===== src/rtl/lsu_pkg.sv =====
// Shared types and lane-steering helpers for the load/store bus controller.
// LSU_MISALIGN_TRAP_EN (optional) makes misaligned half/word accesses fail instead of issuing.
package lsu_pkg;

    typedef enum logic [3:0] {
        IDLE  = 4'b0001,
        ISSUE = 4'b0010,
        WAIT  = 4'b0100,
        RESP  = 4'b1000
    } lsu_state_e;

    localparam logic [1:0] SZ_B   = 2'd0;
    localparam logic [1:0] SZ_H   = 2'd1;
    localparam logic [1:0] SZ_W   = 2'd2;
    localparam logic [1:0] SZ_RSV = 2'd3;

    // Byte enables; lanes shifted past bit 3 fall off the 4-bit result.
    function automatic logic [3:0] wmask_gen(input logic [1:0] size, input logic [1:0] off);
        logic [3:0] mask;
        case (size)
            SZ_B:    mask = 4'b0001 << off;
            SZ_H:    mask = 4'b0011 << off;
            SZ_W:    mask = 4'b1111;
            default: mask = 4'b0000;
        endcase
        return mask;
    endfunction

    function automatic logic [31:0] wdata_shift(input logic [1:0] size, input logic [1:0] off,
                                                input logic [31:0] data);
        logic [4:0]  sh;
        logic [31:0] res;
        sh = {off, 3'b000};
        case (size)
            SZ_B:    res = {24'h000000, data[7:0]} << sh;
            SZ_H:    res = {16'h0000, data[15:0]} << sh;
            SZ_W:    res = data;
            default: res = 32'h0000_0000;
        endcase
        return res;
    endfunction

    function automatic logic misaligned(input logic [1:0] size, input logic [1:0] off);
        logic res;
        case (size)
            SZ_H:    res = off[0];
            SZ_W:    res = (off != 2'b00);
            default: res = 1'b0;
        endcase
        return res;
    endfunction

endpackage


===== src/rtl/lsu_load_align.sv =====
// Load-data extraction: shift the raw bus word down to the addressed byte,
// then pick byte/half/word and sign- or zero-extend.
module lsu_load_align
    import lsu_pkg::*;
(
    input  logic [31:0] rdata,
    input  logic [1:0]  off,
    input  logic [1:0]  size,
    input  logic        unsigned_ld,
    output logic [31:0] ext_data
);

    logic [31:0] shifted_s;

    assign shifted_s = rdata >> {off, 3'b000};

    // Width select and extension of the shifted word.
    always_comb begin
        ext_data = 32'h0000_0000;
        case (size)
            SZ_B: begin
                if (unsigned_ld) begin
                    ext_data = {24'h000000, shifted_s[7:0]};
                end else begin
                    ext_data = {{24{shifted_s[7]}}, shifted_s[7:0]};
                end
            end
            SZ_H: begin
                if (unsigned_ld) begin
                    ext_data = {16'h0000, shifted_s[15:0]};
                end else begin
                    ext_data = {{16{shifted_s[15]}}, shifted_s[15:0]};
                end
            end
            SZ_W:    ext_data = shifted_s;
            default: ext_data = 32'h0000_0000;
        endcase
    end

endmodule


===== src/rtl/lsu_bus_ctrl.sv =====
// Multi-cycle load/store controller: execute-stage handshake -> valid/ready memory bus -> writeback.
// Optional LSU_MISALIGN_TRAP_EN rejects misaligned half/word accesses without a bus cycle.
module lsu_bus_ctrl
    import lsu_pkg::*;
#(
    parameter int TIMEOUT_CYC = 255,
    parameter int CNT_W       = 8
) (
    input  logic        clk,
    input  logic        rst,
    input  logic        req_valid,
    output logic        req_ready,
    input  logic [31:0] req_addr,
    input  logic [31:0] req_wdata,
    input  logic        req_wen,
    input  logic [1:0]  req_size,
    input  logic        req_unsigned,
    output logic        rsp_valid,
    input  logic        rsp_ready,
    output logic [31:0] rsp_rdata,
    output logic        rsp_err,
    output logic        mem_valid,
    input  logic        mem_ready,
    output logic [31:0] mem_addr,
    output logic        mem_wen,
    output logic [31:0] mem_wdata,
    output logic [3:0]  mem_wmask,
    input  logic        mem_rvalid,
    input  logic [31:0] mem_rdata
);

    localparam logic [CNT_W-1:0] TIMEOUT_V = CNT_W'(TIMEOUT_CYC);

    lsu_state_e       state_r;
    lsu_state_e       state_nx_s;
    logic [CNT_W-1:0] cnt_r;
    logic [31:0]      addr_r;
    logic [31:0]      wdata_r;
    logic             wen_r;
    logic [1:0]       size_r;
    logic             uns_r;
    logic [31:0]      rsp_rdata_r;
    logic             rsp_err_r;
    logic             bad_req_s;
    logic             timeout_s;
    logic             run_s;
    logic [31:0]      load_data_s;

    assign timeout_s = (cnt_r == TIMEOUT_V);
    assign run_s     = ~rst;

`ifdef LSU_MISALIGN_TRAP_EN
    assign bad_req_s = (req_size == SZ_RSV) || misaligned(req_size, req_addr[1:0]);
`else
    assign bad_req_s = (req_size == SZ_RSV);
`endif

    lsu_load_align u_load_align (
        .rdata       (mem_rdata),
        .off         (addr_r[1:0]),
        .size        (size_r),
        .unsigned_ld (uns_r),
        .ext_data    (load_data_s)
    );

    // State register.
    always_ff @(posedge clk) begin
        if (rst) begin
            state_r <= IDLE;
        end else begin
            state_r <= state_nx_s;
        end
    end

    // Next-state decode; in ISSUE a timeout abandons the request even if the bus accepts it.
    always_comb begin
        state_nx_s = state_r;
        case (state_r)
            IDLE: begin
                if (req_valid) begin
                    state_nx_s = bad_req_s ? RESP : ISSUE;
                end else begin
                    state_nx_s = IDLE;
                end
            end
            ISSUE: begin
                if (timeout_s) begin
                    state_nx_s = RESP;
                end else if (mem_ready) begin
                    state_nx_s = WAIT;
                end else begin
                    state_nx_s = ISSUE;
                end
            end
            WAIT: begin
                if (mem_rvalid || timeout_s) begin
                    state_nx_s = RESP;
                end else begin
                    state_nx_s = WAIT;
                end
            end
            RESP: begin
                if (rsp_ready) begin
                    state_nx_s = IDLE;
                end else begin
                    state_nx_s = RESP;
                end
            end
            default: state_nx_s = IDLE;
        endcase
    end

    // Request capture, timeout counter and response registers.
    always_ff @(posedge clk) begin
        if (rst) begin
            cnt_r       <= {CNT_W{1'b0}};
            addr_r      <= 32'h0000_0000;
            wdata_r     <= 32'h0000_0000;
            wen_r       <= 1'b0;
            size_r      <= 2'b00;
            uns_r       <= 1'b0;
            rsp_rdata_r <= 32'h0000_0000;
            rsp_err_r   <= 1'b0;
        end else begin
            case (state_r)
                IDLE: begin
                    if (req_valid) begin
                        addr_r      <= req_addr;
                        wdata_r     <= req_wdata;
                        wen_r       <= req_wen;
                        size_r      <= req_size;
                        uns_r       <= req_unsigned;
                        cnt_r       <= {CNT_W{1'b0}};
                        rsp_rdata_r <= 32'h0000_0000;
                        rsp_err_r   <= bad_req_s;
                    end
                end
                ISSUE: begin
                    cnt_r <= cnt_r + CNT_W'(1);
                    if (timeout_s) begin
                        rsp_rdata_r <= 32'h0000_0000;
                        rsp_err_r   <= 1'b1;
                    end
                end
                WAIT: begin
                    cnt_r <= cnt_r + CNT_W'(1);
                    // The beat wins over a simultaneous timeout.
                    if (mem_rvalid) begin
                        rsp_rdata_r <= wen_r ? 32'h0000_0000 : load_data_s;
                        rsp_err_r   <= 1'b0;
                    end else if (timeout_s) begin
                        rsp_rdata_r <= 32'h0000_0000;
                        rsp_err_r   <= 1'b1;
                    end
                end
                default: begin
                    cnt_r <= cnt_r;
                end
            endcase
        end
    end

    // Outputs come from registered state and latched fields, forced low while in reset.
    assign req_ready = run_s & (state_r == IDLE);
    assign rsp_valid = run_s & (state_r == RESP);
    assign rsp_rdata = {32{run_s}} & rsp_rdata_r;
    assign rsp_err   = run_s & (state_r == RESP) & rsp_err_r;
    assign mem_valid = run_s & (state_r == ISSUE);
    assign mem_addr  = {32{run_s}} & {addr_r[31:2], 2'b00};
    assign mem_wen   = run_s & wen_r;
    assign mem_wdata = {32{run_s}} & wdata_shift(size_r, addr_r[1:0], wdata_r);
    assign mem_wmask = {4{run_s}} & wmask_gen(size_r, addr_r[1:0]);

endmodule


===== config.mk =====
export PLATFORM = sky130hd
export DESIGN_NAME = lsu_bus_ctrl
export DESIGN_NICKNAME = d
export VERILOG_FILES = /design/src/rtl/lsu_pkg.sv /design/src/rtl/lsu_load_align.sv /design/src/rtl/lsu_bus_ctrl.sv
export SDC_FILE = /design/constraint.sdc
export NUM_CORES = 1
export LEC_CHECK = 0
export CAP_MARGIN = 30
export CORE_MARGIN = 2
export CORE_UTILIZATION = 42
export DETAILED_ROUTE_END_ITERATION = 6
export PLACE_DENSITY_LB_ADDON = 0.1
export SLEW_MARGIN = 5
export SYNTH_ARGS = -nofsm -noshare
export SYNTH_HDL_FRONTEND = slang
export SYNTH_SLANG_ARGS = --single-unit

===== constraint.sdc =====
create_clock -name clk -period 1.7 [get_ports clk]
set_input_delay 0.34 -clock clk [delete_from_list [all_inputs] [get_ports clk]]
set_output_delay 0.34 -clock clk [all_outputs]
set_load 0.01 [all_outputs]

### Word-level counts from Yosys, hierarchy flattened

Cells that the tools add are included.

| cells by class | value |
|---|---|
| $add $sub $neg | 1 |
| eq/ne operators | 9 |
| reductions and logical operators | 8 |
| bitwise gates (word level) | 10 |
| mux-type cells | 23 |
| shift operators | 5 |

Operator list:

| operator | count |
|---|---|
| 32-bit one-hot mux with 3 select lines | 3 |
| 32-bit two-way mux | 6 |
| 32-bit bitwise AND | 3 |
| 16-bit by 5-bit left shift with 32-bit output | 1 |
| 8-bit by 5-bit left shift with 32-bit output | 1 |
| 32-bit by 5-bit right shift with 32-bit output | 1 |
| 4-bit two-way mux | 5 |
| 4-bit one-hot mux with 4 select lines | 1 |
| 8-bit one-hot mux with 2 select lines | 1 |
| 4-bit one-hot mux with 3 select lines | 1 |
| 8-bit by 1-bit adder with 8-bit output (second input constant) | 1 |
| 8-bit equality test (second input constant) | 1 |
| 8-bit two-way mux | 1 |
| 2-bit AND reduction | 3 |
| 1-bit bitwise AND | 5 |
| 4-bit bitwise AND | 1 |
| 2-bit equality test (second input constant) | 2 |
| 4-bit by 1-bit equality test with 1-bit output (second input constant) | 1 |
| 4-bit by 2-bit equality test with 1-bit output (second input constant) | 1 |
| 4-bit by 3-bit equality test with 1-bit output (second input constant) | 1 |
| 4-bit equality test (second input constant) | 1 |
| 1-bit by 2-bit left shift with 4-bit output (first input constant) | 1 |
| 2-bit by 2-bit left shift with 4-bit output (first input constant) | 1 |
| 1-bit two-way mux | 3 |
| other kinds (10) | 10 |

| word-level totals | value |
|---|---|
| output and inout port bits | 105 |
| logic and storage cells | 65 |
| bits of input ports | 106 |
| flip-flop bits (word level) | 113 |

### Depth between registers and ports, before layout

| logic depth | value |
|---|---|
| word-level depth | 6 |
| mapped depth | 8 |
| gate-level depth less buffers | 5 |

### Modules after synthesis

Synthesis repeated with hierarchy kept, for this count alone.

| second synthesis, totals | value |
|---|---|
| cell total of the unflattened synthesis | 788 |
| area, all modules | 6050.8 µm² |

By module, submodules not included:

| module | instances | sequential area each (µm²) | cells an instance | area an instance (µm²) |
|---|---|---|---|---|
| lsu_bus_ctrl | 1 | 2262.2 | 674 | 5258.8 |
| lsu_load_align | 1 | 0.0 | 114 | 792.0 |

### Worst setup path before layout

No wires, ideal clock.

| path | value |
|---|---|
| kind | reg2out |
| start point | register size_r[1] |
| end point | output mem_wdata[0] |
| arrival time | 1.503 ns |
| path buffers | 1 |
| data required time | 1.360 ns |
| slack | -0.143 ns |
| cell stages (with the launch flop) | 5 |
| cell sequence | dfxtp_1 clkbuf_1 or3_1 a21oi_1 and2_1 |

| on the way | value |
|---|---|
| longest elaborated chain between the ends | 3 |
| elaborated cells between the ends (all ways) | 5 |
| classes of those cells | eq/ne (2); mux (1); bitwise (1); reduce/logical (1) |

RTL lines:

| element | RTL line | text |
|---|---|---|
| start, declared | lsu_bus_ctrl.sv:40 | `logic [1:0] size_r;` |
| start signal, assigned | lsu_bus_ctrl.sv:131 | `size_r <= req_size;` |
| 2-bit equality test (tied with other cells) | lsu_pkg.sv:34 | `case (size)` |
| 32-bit one-hot mux with 3 select lines (*) | lsu_pkg.sv:34 |  |
| 32-bit bitwise AND (*) | lsu_bus_ctrl.sv:171 | `assign mem_wdata = {32{run_s}} & wdata_shift(size_r, addr_r[1:0], wdata_r);` |
| end, declared | lsu_bus_ctrl.sv:26 | `output logic [31:0] mem_wdata,` |

Mark *: on every way between the ends. The rest lies on a longest branch, timed or not.

### Worst setup path after layout

| path | value |
|---|---|
| start point | register addr_r[0] |
| end point | output mem_wdata[5] |

| on the way | value |
|---|---|
| longest elaborated chain between the ends | 3 |
| elaborated cells between the ends (all ways) | 4 |
| classes of those cells | shift (2); mux (1); bitwise (1) |

RTL lines:

| element | RTL line | text |
|---|---|---|
| start, declared | lsu_bus_ctrl.sv:37 | `logic [31:0] addr_r;` |
| start signal, assigned | lsu_bus_ctrl.sv:128 | `addr_r <= req_addr;` |
| 16-bit by 5-bit left shift with 32-bit output / 8-bit by 5-bit left shift with 32-bit output (equally long branches) | lsu_pkg.sv:36, lsu_pkg.sv:35 |  |
| 32-bit one-hot mux with 3 select lines (*) | lsu_pkg.sv:34 |  |
| 32-bit bitwise AND (*) | lsu_bus_ctrl.sv:171 |  |

Marks and branches as above.

==> results.md <==
* Status: finished, violations left
* Failing checks: setup timing
* Post-Syn Area at ~6300 µm²
* Fmax at ~470 MHz
* Hold path startpoint: rst
* Synthesis-to-finish area growth at 81.01%
* Initial antenna violation count at 0
* Worst Path Max Fanout at 4
* GR Overflow Total at 0
* Most common cell after layout, fill and taps aside: nand2_1
* Top cell type's share of synthesized area at 0.3614
* Fin. Hold Viols at 0
* Worst r2r src: addr_r[1]$_SDFFE_PP0P_
* CP arrival at 1790 ps
* Final wirelength at between 20000 and 25000 µm
* CORE AREA at roughly 15000 µm²
* Setup Crit Path Kind: flip-flop to output port
* Setup repair after global routing missed its margin: true
* Yosys warning count at 0
* Initial drt markers at about 540
* Synth Flop Type: dfxtp_1
* Num CTS Buffers at 17
* Port Buffers at roughly 210
* CTS tree: built
* Routed WL per cell at 18.36 µm
* Worst-Margin Slew at about 560 ps
* CP Launch Type: flip-flop
* Row count at between 40 and 50
* Filler instances at 1016
* Setup-failing EPs final at between 70 and 80
* Final net count at 1224
* VDD IR max at 0.6885 mV
* Die Wd at ~130 µm
* Crit. Startpoint: addr_r[0]$_SDFFE_PP0P_
* Die Area at 15900 µm²
* Most frequent cells in the layout: 131 x nand2_1, 104 x clkdlybuf4s50_1, 103 x dfxtp_1
* Slew Limit Fails at 0
* Data required time of the critical path at 1360 ps
* Diodes inserted at 0
* Pre-antenna DRT Iters at 5
* Yosys reg bits at 113
* Largest net degree at the start of global routing at 56
* Die span in y at ~130 µm
* Hpwl dp at 14190 µm
* HP Class: input pin to flip-flop
* Clock transition at path regs at 50 ps
* DRC errors left at 0
* Yosys cell types at 62
* Clk sinks at ~110
* Vias/cell at roughly 5.4
* Share of post-route cells with drive strength above 1 at 0.3977
* Syn avg cell area at between 7 and 8 µm²
* DR vias at ~7.1k
* Setup crit end kind: output port
* First-pass GRT wire length at between 30000 and 40000 µm
* Setup Skew at ~9.3 ps
* Placer Congestion at about 0.84
* Slew Limit Headroom at 0.6291
* WHS at 297.5 ps
* Vias in the first global route at around 7.0k
* Post-layout min period at 2133 ps
* Remaining antenna violation count after routing at 0
* Max Buffers Root-to-Sink at 2
* Pwr dens at 833.4 nW/µm²
* Starting Density at 0.4307
* Gr usage total at 0.2863
* Max-Cap Viols at 0
* Fraction of registers with async set or reset after synthesis at 0
* Setup WS post-layout at -432.9 ps
* Leading area contributor after synthesis: dfxtp_1
* Tcrit/Tclk final at 1.255
* Top Ports at between 200 and 250
* Post-synth EDFFs at 0
* Synth Instances at roughly 800
* Area contributors post-synth: dfxtp_1 36%, nand2_1 9.6%, o32ai_2 7.5%
* Pwr Total at 0.009443 W
* H-tree Lvls at 4
* Clock latency on the worst-skew pair at roughly 420 ps
* Sequential area share after synthesis at 0.3614
* LEAKAGE at between 4 and 5 nW
* Root buffer cell: clkbuf_16
critical path, cell delays in order (launching register included):
cell	delay, ps
dfxtp_4	360
or3_4	380
a21oi_4	240
buf_16	160
and2_4	140
buf_6	90
metrics by stage:
step                  util  std cells  setup TNS (ps)  setup slack (ps)  area, µm²
global route        0.7796       1313          -24910            -484.6      11330
CTS                 0.7441       1308          -18500            -431.2      10810
detailed placement  0.6402       1233          -31500            -424.4       9304
finish              0.7796       1313          -18980            -432.9      11330
floorplan                -        797          -59.19            -6.382       6311
global placement    0.6402       1233          -31290            -397.8       9304
timing repair:
item                                    in CTS  in global routing
hold buffers                                 0                  0
endpoints found under the setup margin     209                132
pin swaps                                   60                 51
gates resized for setup                    387                120
cloned                                      12                  5
buffers inserted                            32                  8
sequential cells by signal (all words and copies together), names as in the netlist, 2 cells and up:
| name | flops |
|---|---|
| addr_r | 32 |
| cnt_r | 8 |
| rsp_rdata_r | 32 |
| size_r | 2 |
| state_r | 4 |
| wdata_r | 32 |
logic make-up after synthesis:
| kind of cell | after synthesis | synth area share |
|---|---|---|
| compound gates | 220 | 0.2712 |
| xor+xnor | 2 | 0.002799 |
| fa+ha+maj | 1 | 0.001998 |
| buf+inv | 111 | 0.08415 |
| flops | 113 | 0.3614 |
| mux | 25 | 0.04337 |
| other cells | 1 | 0.0005991 |
| simple gates | 323 | 0.2345 |
worst paths after layout:
kind / to / slack, ps / depth (start not counted)
worst min-delay path: addr_r[15]$_SDFFE_PP0P_ / 300 / 3
worst max-delay path: mem_wdata[5] / -430 / 5
worst max register to register: rsp_rdata_r[11]$_SDFFE_PP0P_ / -290 / 8
worst min register to register: addr_r[22]$_SDFFE_PP0P_ / 450 / 2
Yosys cell counts (3+ instances only):
| master | count |
|---|---|
| o2bb2ai_1 | 7 |
| or2_2 | 3 |
| a22o_1 | 8 |
| buf_6 | 10 |
| inv_1 | 38 |
| buf_2 | 13 |
| nand2_1 | 160 |
| mux2_2 | 7 |
| mux2i_1 | 17 |
| a22oi_1 | 31 |
| or3_1 | 5 |
| nor2b_1 | 36 |
| clkbuf_1 | 41 |
| and2_1 | 12 |
| nand3_1 | 3 |
| o32ai_2 | 29 |
| buf_4 | 5 |
| a311oi_1 | 5 |
| o21ai_0 | 24 |
| nor2_1 | 75 |
| a21oi_1 | 94 |
| buf_1 | 4 |
| nand2b_1 | 11 |
| dfxtp_1 | 113 |
metal layers:
layer,vias up,wire length [µm],GRT usage
met2,294,12070,0.4864
met5,-,0,0
met1,3373,9519,0.3335
li1,3372,-,-
met4,0,831,0.1357
met3,62,1688,0.07986
final cells by class:
cell class | count | area [µm²] | share of cell area
clock buffer | 26 | 509.2 | 0.04494
inverter | 38 | 145.1 | 0.01281
multi-input combinational | 573 | 4314 | 0.3807
timing repair buffer | 374 | 3777 | 0.3334
tap | 184 | 230.2 | 0.02032
clock inverter | 5 | 75.07 | 0.006625
sequential | 113 | 2280 | 0.2012
report_power, final:
group | leakage, nW | switching, W | internal (W)
logic | 3.44 | 0.00145 | 0.00152
clock network | 0.290 | 0.00122 | 0.00233
registers | 0.925 | 0.000115 | 0.00281
total | 4.66 | 0.00278 | 0.00666
Power figures use the tool's default switching activity.
